`src/rtl/bin2bcd_arbiter_pkg.sv`:
```
// Shared types and constants for the bin2bcd converter arbiter and its
// round-robin picker.
package bin2bcd_arbiter_pkg;

    typedef enum logic [1:0] {
        ST_IDLE    = 2'd0,
        ST_ISSUE   = 2'd1,
        ST_WAIT    = 2'd2,
        ST_RELEASE = 2'd3
    } state_e;

    localparam int DEFAULT_TIMEOUT = 255;
    localparam int DIGIT_W         = 4;

    // Index width for n requesters; a single requester still needs one bit.
    function automatic int ptr_width(input int n);
        return (n > 1) ? $clog2(n) : 1;
    endfunction

endpackage

```
`src/rtl/bin2bcd_arbiter_rr_picker.sv`:
```
// Combinational round-robin picker: rotate requests so ptr_i sits at bit 0,
// take the lowest set bit, then map the offset back to a requester index.
module bin2bcd_arbiter_rr_picker
    import bin2bcd_arbiter_pkg::*;
#(
    parameter int NUM_REQ = 4,
    parameter int PTR_W   = ptr_width(NUM_REQ)
) (
    input  logic [NUM_REQ-1:0] req_i,
    input  logic [PTR_W-1:0]   ptr_i,
    output logic [PTR_W-1:0]   idx_o,
    output logic               valid_o
);

    localparam logic [PTR_W:0] NREQ_EXT = (PTR_W + 1)'(NUM_REQ);

    logic [2*NUM_REQ-1:0] dbl_s;
    logic [NUM_REQ-1:0]   rot_s;
    logic [PTR_W-1:0]     off_s;
    logic [PTR_W:0]       sum_s;

    // Rotate, priority-encode from the top down so the lowest offset wins, un-rotate.
    always_comb begin
        dbl_s = {req_i, req_i} >> ptr_i;
        rot_s = dbl_s[NUM_REQ-1:0];
        off_s = '0;
        for (int i = NUM_REQ - 1; i >= 0; i--) begin
            off_s = rot_s[i] ? PTR_W'(i) : off_s;
        end
        sum_s   = {1'b0, ptr_i} + {1'b0, off_s};
        idx_o   = (sum_s >= NREQ_EXT) ? PTR_W'(sum_s - NREQ_EXT) : PTR_W'(sum_s);
        valid_o = |req_i;
    end

endmodule

```
`src/rtl/bin2bcd_arbiter.sv`:
```
// Shares one bin2bcd converter among NUM_REQ requesters: pick round-robin,
// strobe start, wait for finished (or time out), return the result with done.
module bin2bcd_arbiter
    import bin2bcd_arbiter_pkg::*;
#(
    parameter int NUM_REQ = 4,
    parameter int BIN_W   = 16,
    parameter int BCD_W   = 5 * DIGIT_W,
    parameter int TIMEOUT = DEFAULT_TIMEOUT
) (
    input  logic                     clock,
    input  logic                     reset,
    input  logic [NUM_REQ-1:0]       req,
    input  logic [NUM_REQ*BIN_W-1:0] req_bin,
    output logic [NUM_REQ-1:0]       grant,
    output logic [NUM_REQ-1:0]       done,
    output logic [BCD_W-1:0]         bcd_out,
    output logic                     timeout_err,
    output logic                     busy,
    output logic                     conv_start,
    output logic [BIN_W-1:0]         conv_bin,
    input  logic                     conv_finished,
    input  logic [BCD_W-1:0]         conv_bcd
);

    localparam int PTR_W = ptr_width(NUM_REQ);
    localparam int CNT_W = $clog2(TIMEOUT + 1);
    localparam logic [CNT_W-1:0]   TMO_LAST = CNT_W'(TIMEOUT - 1);
    localparam logic [PTR_W-1:0]   LAST_IDX = PTR_W'(NUM_REQ - 1);
    localparam logic [NUM_REQ-1:0] ONE_HOT0 = {{(NUM_REQ-1){1'b0}}, 1'b1};

    state_e               state_q, state_d;
    logic [PTR_W-1:0]     idx_q, idx_d;
    logic [PTR_W-1:0]     rr_ptr_q, rr_ptr_d;
    logic [NUM_REQ-1:0]   grant_q, grant_d;
    logic [NUM_REQ-1:0]   done_q, done_d;
    logic [BCD_W-1:0]     bcd_q, bcd_d;
    logic                 tmo_q, tmo_d;
    logic [BIN_W-1:0]     conv_bin_q, conv_bin_d;
    logic [CNT_W-1:0]     cnt_q, cnt_d;
    logic                 busy_q;
    logic                 conv_start_q;

    logic [PTR_W-1:0]     pick_idx_s;
    logic                 pick_valid_s;
    logic [PTR_W-1:0]     next_ptr_s;
    logic [BIN_W-1:0]     sel_bin_s;

    bin2bcd_arbiter_rr_picker #(
        .NUM_REQ (NUM_REQ),
        .PTR_W   (PTR_W)
    ) u_picker (
        .req_i   (req),
        .ptr_i   (rr_ptr_q),
        .idx_o   (pick_idx_s),
        .valid_o (pick_valid_s)
    );

    // Operand mux for the picked requester.
    always_comb begin
        sel_bin_s = '0;
        for (int i = 0; i < NUM_REQ; i++) begin
            sel_bin_s = (pick_idx_s == PTR_W'(i)) ? req_bin[i*BIN_W +: BIN_W] : sel_bin_s;
        end
    end

    // Priority restarts just past the requester that was served last.
    always_comb begin
        next_ptr_s = (idx_q == LAST_IDX) ? '0 : idx_q + PTR_W'(1);
    end

    // Next-state and datapath update.
    always_comb begin
        state_d    = state_q;
        idx_d      = idx_q;
        rr_ptr_d   = rr_ptr_q;
        grant_d    = grant_q;
        done_d     = '0;
        bcd_d      = bcd_q;
        tmo_d      = 1'b0;
        conv_bin_d = conv_bin_q;
        cnt_d      = cnt_q;
        case (state_q)
            ST_IDLE: begin
                if (pick_valid_s) begin
                    idx_d      = pick_idx_s;
                    grant_d    = ONE_HOT0 << pick_idx_s;
                    conv_bin_d = sel_bin_s;
                    state_d    = ST_ISSUE;
                end else begin
                    state_d    = ST_IDLE;
                end
            end
            ST_ISSUE: begin
                cnt_d   = '0;
                state_d = ST_WAIT;
            end
            ST_WAIT: begin
                if (conv_finished) begin
                    bcd_d    = conv_bcd;
                    done_d   = grant_q;
                    rr_ptr_d = next_ptr_s;
                    state_d  = ST_RELEASE;
                end else if (cnt_q == TMO_LAST) begin
                    // Converter never answered: report an empty result and free the slot.
                    bcd_d    = '0;
                    done_d   = grant_q;
                    tmo_d    = 1'b1;
                    rr_ptr_d = next_ptr_s;
                    grant_d  = '0;
                    state_d  = ST_IDLE;
                end else begin
                    cnt_d    = cnt_q + CNT_W'(1);
                end
            end
            ST_RELEASE: begin
                // Hold the grant until the converter is back in its start state.
                if (!conv_finished) begin
                    grant_d = '0;
                    state_d = ST_IDLE;
                end else begin
                    state_d = ST_RELEASE;
                end
            end
            default: begin
                grant_d = '0;
                state_d = ST_IDLE;
            end
        endcase
    end

    // State and output registers.
    always_ff @(posedge clock) begin
        if (reset) begin
            state_q      <= ST_IDLE;
            idx_q        <= '0;
            rr_ptr_q     <= '0;
            grant_q      <= '0;
            done_q       <= '0;
            bcd_q        <= '0;
            tmo_q        <= 1'b0;
            conv_bin_q   <= '0;
            cnt_q        <= '0;
            busy_q       <= 1'b0;
            conv_start_q <= 1'b0;
        end else begin
            state_q      <= state_d;
            idx_q        <= idx_d;
            rr_ptr_q     <= rr_ptr_d;
            grant_q      <= grant_d;
            done_q       <= done_d;
            bcd_q        <= bcd_d;
            tmo_q        <= tmo_d;
            conv_bin_q   <= conv_bin_d;
            cnt_q        <= cnt_d;
            busy_q       <= (state_d != ST_IDLE);
            conv_start_q <= (state_d == ST_ISSUE);
        end
    end

    assign grant       = grant_q;
    assign done        = done_q;
    assign bcd_out     = bcd_q;
    assign timeout_err = tmo_q;
    assign busy        = busy_q;
    assign conv_start  = conv_start_q;
    assign conv_bin    = conv_bin_q;

endmodule

```
`config.mk`:
```
export PLATFORM = sky130hd
export DESIGN_NAME = bin2bcd_arbiter
export DESIGN_NICKNAME = d
export VERILOG_FILES = /design/src/rtl/bin2bcd_arbiter_pkg.sv /design/src/rtl/bin2bcd_arbiter_rr_picker.sv /design/src/rtl/bin2bcd_arbiter.sv
export SDC_FILE = /design/constraint.sdc
export NUM_CORES = 1
export LEC_CHECK = 0
export ABC_CLOCK_PERIOD_IN_PS = 8100
export CELL_PAD_IN_SITES_DETAIL_PLACEMENT = 0
export CELL_PAD_IN_SITES_GLOBAL_PLACEMENT = 1
export CORE_MARGIN = 5
export CORE_UTILIZATION = 30
export CTS_BUF_LIST = sky130_fd_sc_hd__clkbuf_4 sky130_fd_sc_hd__clkbuf_8
export DETAILED_ROUTE_END_ITERATION = 6
export PLACE_DENSITY = 0.82
export SLEW_MARGIN = 0
export SYNTH_ARGS = -nofsm -noshare
export SYNTH_HDL_FRONTEND = slang
export SYNTH_SLANG_ARGS = --single-unit
```
`constraint.sdc`:
```
create_clock -name clock -period 8.1 [get_ports clock]
set_clock_uncertainty 0.05 [all_clocks]
set_input_delay 1.215 -clock clock [delete_from_list [all_inputs] [get_ports clock]]
set_output_delay 1.215 -clock clock [all_outputs]
set_load 0.05 [all_outputs]
```
==> results of run 1 <==
registers in the layout, summed over array words and instances (netlist names):
register     count
bcd_out         20
cnt_q            8
timeout_err      1
state_q          2
conv_start       1
busy             1
conv_bin        16
rr_ptr_q         2
grant            4
idx_q            2
done             4
worst paths after layout:
kind                       startpoint                         to  slack, ns  depth (start not counted)
min          conv_bin[6]$_SDFFE_PP0P_   conv_bin[6]$_SDFFE_PP0P_       0.41                          2
max                            req[1]  conv_bin[11]$_SDFFE_PP0P_       3.80                         10
min reg2reg  conv_bin[6]$_SDFFE_PP0P_   conv_bin[6]$_SDFFE_PP0P_       0.41                          2
max reg2reg  rr_ptr_q[0]$_SDFFE_PP0P_  conv_bin[11]$_SDFFE_PP0P_       4.82                          8
worst min-delay path, delay by kind of cell, from the launching register on:
family	cells	cell delay, ns
AND/OR/NAND/NOR	1	0.04
AO/OA/AOI/OAI	1	0.06
flip-flops	1	0.33
where the power goes:
group	total, mW	leakage [nW]	switching [mW]	internal [mW]
registers	0.341	0.497	0.0161	0.325
logic	0.322	1.41	0.190	0.132
clock network	0.274	0.0996	0.131	0.143
per-layer routing:
layer,GRT usage (%),vias up,part of all wire [%]
met1,17.8,1597,44
met5,0,-,0
met3,5.10,11,8.0
met2,24.5,123,47
met4,5.00,0,1.5
li1,-,1768,-
layout by cell type, fill, tap and decap left out, types with 4 or more instances in the layout:
cell type,netlist,final
mux2_2,15,15
inv_1,6,6
xor2_1,5,5
clkdlybuf4s50_1,0,137
buf_4,0,4
mux2i_1,34,34
and2_1,6,6
nand2_1,27,27
o21ai_0,81,81
nor3_1,9,8
a22oi_1,37,37
nor2_1,57,57
ha_1,9,9
clkbuf_8,0,9
nand3_1,5,5
dfxtp_1,61,61
a21oi_1,13,12
cell type report:
cell class              count  area share (%)
inverters                   6           0.439
repair buffers            141            27.3
multi-input cells         328            41.2
well taps                 143            3.48
flip-flops and latches     61            23.8
clock buffers               9            2.41
clock inverters             7            1.44
kinds of logic (layout without fill, tap and decap cells):
kind of cell               after synthesis  in the layout  synth area share, %
and+or+nand+nor                        122            122                 16.2
xor gates and xnor gates                 7              7                 1.99
muxes                                   50             50                 15.1
adders and majority gates                9              9                 3.26
AOI/OAI and AO/OA                      140            140                 24.0
DFF                                     61             61                 35.3
buffers and inverters                   35            163                 4.13
through the flow:
| step | instance area [sq um] | instances | setup WS, ns | hold slack, ns | power, mW |
|---|---|---|---|---|---|
| finish | 5130 | 695 | 3.80 | 0.412 | 0.937 |
| global route | 5130 | 695 | 3.67 | 0.423 | 0.992 |
| CTS | 5130 | 695 | 3.83 | 0.413 | 0.949 |
| detailed placement | 4940 | 679 | 3.51 | 0.397 | 0.670 |
| global placement | 4940 | 679 | 3.58 | 0.387 | 0.666 |
| floorplan | 3460 | 424 | 4.72 | 0.404 | 0.545 |
==> results.ini, run 1 <==
[worst_setup_path]
critPathArrivalTime_ns = 4.46
endpoint_kind = flip-flop
max_stage_delay_ns = 0.61
worst-setup-path-type = in -> reg
crit_buf_inv = 2
slowest_stage = clkdlybuf4s50_1
cp_max_fo = 63
cp_top_family = buffers and inverters
path_cells = clkdlybuf4s50_1 -> nor2_1 -> or4_1 -> o2111ai_1 -> ha_1 -> xnor2_4 -> buf_4 -> xnor2_1 -> mux2_1 -> a221o_1
cp.required_ns = 8.26
start_kind = primary input

[finish]
nets = 647
multi_input_area_sq_um = 2110
diodes = 0
register_area_sq_um = 1220
area_growth_syn_to_layout_pct = 48.5
fillers = 1094
drive_gt1_share_pct = 7.79
utilization_pct = 45.2

[clocking]
cts-root-buf = clkbuf_8
path_clk_slew_ns = 0.07
cts_tree = done
worstSkewPairLatency_ns = 0.33
cts_buffers = 9
post_cts_buffers = 0
cts.path.max_buffers = 2
cts_hold_buf = 0
htreeDepth = 3
cts_resized = 0
cts.sinks = 61

[place]
place.gp.congestion = 0.795
portBuffers = 137
dpl.hpwl_um = 7660

[yosys]
synth_top_area_cell = dfxtp_1
netlist_instances = 424
synth_area_leaders = dfxtp_1, o21ai_0, mux2i_1
synth.distinct_cells = 37
async_flop_share_pct = 0
synth_top_area_share_pct = 35.3
synth_ff_type = dfxtp_1
syn_area_per_cell_sq_um = 8.15
ys_warn_count = 0
synth_edf_count = 0
synth-seq-cells = 61
synth_common_cells = o21ai_0, dfxtp_1, nor2_1
syn_area_sq_um = 3460
synth_fp_nets = 524
ys_seq_area_share_pct = 35.3
synth.most_common_cell = o21ai_0

[timing]
tightest_slew_ns = 1.16
slew_headroom_pct = 22.5
period_share_pct = 53.1
timing.fmax_mhz = 233
hold_viol_final = 0
min_period_ns = 4.30
tns_ns = 0
rsz0062_at_grt = false
slew_viol_final = 0
setup_viol = 0

[power]
ir_drop_uv = 68.4
power_density_nw_per_um2 = 182
leakage_nw = 2.00

[job]
maxCapViolCount = 0

[global_route]
grt_usage_pct = 14.8
antenna_found_initial = 0
grt_pass1_wl_um = 17200
grt_max_degree = 67
grt_overflow = 0
grt_pass1_vias = 3467

[floorplanning]
die_area_sq_um = 13800
pin_count = 138
die_y_um = 117
core.rowCount = 39
core-area_sq_um = 11400
die_w_um = 117
start_util_pct = 30.4

[routing]
drt_wl_total_um = 10500
drtIter0Drc = 151
vias = 3499
ant_nets = 0
dr.pass1.iters = 4
wire_per_inst_um = 15.1
avgViaCountPerCell = 5.03
drc = 0

[run_status]
status = finished clean

[worst_hold_path]
min_path_type = reg -> reg

(Power assumes the default switching activity.)
==> run 2: changes to the inputs <==
--- a/config.mk
+++ b/config.mk
@@ -5,7 +5,7 @@
 export SDC_FILE = /design/constraint.sdc
 export NUM_CORES = 1
 export LEC_CHECK = 0
-export ABC_CLOCK_PERIOD_IN_PS = 8100
+export ABC_CLOCK_PERIOD_IN_PS = 4440
 export CELL_PAD_IN_SITES_DETAIL_PLACEMENT = 0
 export CELL_PAD_IN_SITES_GLOBAL_PLACEMENT = 1
 export CORE_MARGIN = 5
==> constraint.sdc (replaced) <==
create_clock -name clock -period 4.44 [get_ports clock]
set_clock_uncertainty 0.05 [all_clocks]
set_input_delay 0.666 -clock clock [delete_from_list [all_inputs] [get_ports clock]]
set_output_delay 0.666 -clock clock [all_outputs]
set_load 0.05 [all_outputs]
==> run 2 against run 1 <==
Clock-buffer cell count rose by 2. Design area up 1.9%. Global-route usage is essentially flat. Core utilization up 0.84 points. Wire length up 1.5%. Critical path type unchanged. Highest routed layer unchanged.
==> results.ini, run 2 (synthesized netlist as in run 1, its figures left out) <==
[clocking]
htreeDepth = 3  ; unchanged
cts_tree = done
cts.sinks = 61  ; unchanged
path_clk_slew_ns = 0.07  ; about the same
cts_hold_buf = 0  ; unchanged
cts_resized = 0  ; unchanged
post_cts_buffers = 0  ; unchanged
cts-root-buf = clkbuf_8
cts.path.max_buffers = 2  ; unchanged
cts_buffers = 9  ; unchanged
worstSkewPairLatency_ns = 0.33  ; about the same

[routing]
ant_nets = 0  ; unchanged
vias = 3542  ; +1.2%
wire_per_inst_um = 15.2  ; +1.0%
avgViaCountPerCell = 5.07  ; +0.79%
drc = 0  ; unchanged
drt_wl_total_um = 10600  ; +1.5%
dr.pass1.iters = 7  ; +3
drtIter0Drc = 144  ; -4.6%

[worst_setup_path]
critPathArrivalTime_ns = 3.41  ; -1.05 ns
rr_endpoint = conv_bin[11]$_SDFFE_PP0P_
endpoint_kind = flip-flop
cp.required_ns = 4.60  ; -3.66 ns
start_kind = primary input
cp_max_fo = 7  ; -89%
r2r-start = rr_ptr_q[0]$_SDFFE_PP0P_
reg2reg_slack_ns = 1.67  ; -3.15 ns
crit_path_start = req[1]
rr_worst_depth = 7  ; -1
worst-setup-path-type = in -> reg

[worst_hold_path]
hold_path_depth = 2  ; unchanged
worstHoldStart = conv_bin[10]$_SDFFE_PP0P_
min_path_type = reg -> reg
min_delay_worst_endpoint = conv_bin[10]$_SDFFE_PP0P_

[place]
dpl.hpwl_um = 8040  ; +5.0%
place.gp.congestion = 0.820  ; +3.0%
dp.cells = 682  ; +0.44%
placed_cell_area_sq_um = 4970  ; +0.71%
portBuffers = 137  ; unchanged

[floorplanning]
core.rowCount = 39  ; unchanged
pin_count = 138  ; unchanged
start_util_pct = 30.4  ; unchanged
core-area_sq_um = 11400  ; unchanged
die_area_sq_um = 13800  ; unchanged
die_y_um = 117  ; unchanged
die_w_um = 117  ; unchanged

[timing]
slew_viol_final = 0  ; unchanged
tns_ns = 0  ; unchanged
setup_viol = 0  ; unchanged
period_share_pct = 73.2
timing.fmax_mhz = 308
hold_viol_final = 0  ; unchanged
min_period_ns = 3.25
rsz0062_at_grt = false
slew_headroom_pct = 40.7  ; +18 points
tightest_slew_ns = 0.887  ; -0.270 ns

[global_route]
grt_overflow = 0  ; unchanged
grt_pass1_vias = 3533  ; +1.9%
grt_max_degree = 62  ; -7.5%
antenna_found_initial = 0  ; unchanged
grt_usage_pct = 14.8  ; about the same
grt_pass1_wl_um = 17100  ; -0.20%

[job]
maxCapViolCount = 0  ; unchanged

[finish]
layout_commonest_cell = clkdlybuf4s50_1
nets = 650  ; +0.46%
mostFrequentLayoutCells = clkdlybuf4s50_1, o21ai_0, dfxtp_1
stdcell_area_sq_um = 5230  ; +1.9%
fin_cells = 698  ; +0.43%
largest_reg_flops = 20  ; unchanged
drive_gt1_share_pct = 8.29  ; +0.50 points
diodes = 0  ; unchanged
area_growth_syn_to_layout_pct = 51.3

[power]
power_density_nw_per_um2 = 352  ; +93%
finalPower_mw = 1.84  ; +97%
ir_drop_uv = 173  ; +150%
leakage_nw = 2.05  ; +2.4%

[run_status]
status = finished clean

[run 2: how the worst max path moves through the flow]
stage | slack (ns) | cells past startpoint | to
finish | 1.19 | 9 | conv_bin[11]$_SDFFE_PP0P_
global route | 1.01 | 10 | conv_bin[0]$_SDFFE_PP0P_
floorplan | 1.61 | 8 | conv_bin[11]$_SDFFE_PP0P_
CTS | 1.22 | 9 | conv_bin[11]$_SDFFE_PP0P_
global placement | 0.92 | 9 | conv_bin[7]$_SDFFE_PP0P_
detailed placement | 0.86 | 10 | conv_bin[4]$_SDFFE_PP0P_
[run 2: per-stage QoR]
| stage | utilization [%] | hold WS, ns | setup slack, ns |
|---|---|---|---|
| 6_report | 46.0 | 0.410 | 1.19 |
| 2_1_floorplan | - | 0.404 | 1.61 |
| 5_1_grt | 46.0 | 0.431 | 1.01 |
| 4_1_cts | 46.0 | 0.416 | 1.22 |
| 3_3_place_gp | 43.7 | 0.387 | 0.918 |
| 3_5_place_dp | 43.7 | 0.396 | 0.863 |
[run 2: routing by layer]
metal  vias to the layer above  part of all wire (%)  global-route usage [%]
met5                         -                     0                       0
met3                         6                   6.5                    5.25
met1                      1649                    44                    17.3
met2                       107                    48                    25.8
met4                         0                  0.66                    3.34
li1                       1780                     -                       -
[run 2: final cells by class]
| type | count | area [sq um] |
|---|---|---|
| Timing Repair Buffer | 144 | 1440 |
| Clock buffer | 11 | 151 |
| Tap cell | 143 | 179 |
| Inverter | 6 | 22.5 |
| Multi-Input combinational cell | 328 | 2110 |
| Fill cell | 1129 | 6140 |
| Clock inverter | 5 | 106 |
| Sequential cell | 61 | 1220 |
[run 2: critical path, cell delays in order]
cell             delay [ns]
clkdlybuf4s50_1        0.61
nor2_1                 0.11
or4_1                  0.41
o2111ai_1              0.09
ha_1                   0.27
xnor2_4                0.11
xnor2_1                0.41
mux2_1                 0.39
a221o_1                0.33
[run 2: report_power, final]
part	total, mW	leakage, nW	switching, mW	internal, mW
combinational	0.593	1.43	0.349	0.245
clock	0.626	0.126	0.221	0.405
sequential	0.622	0.497	0.0297	0.593
total	1.84	2.05	0.599	1.24
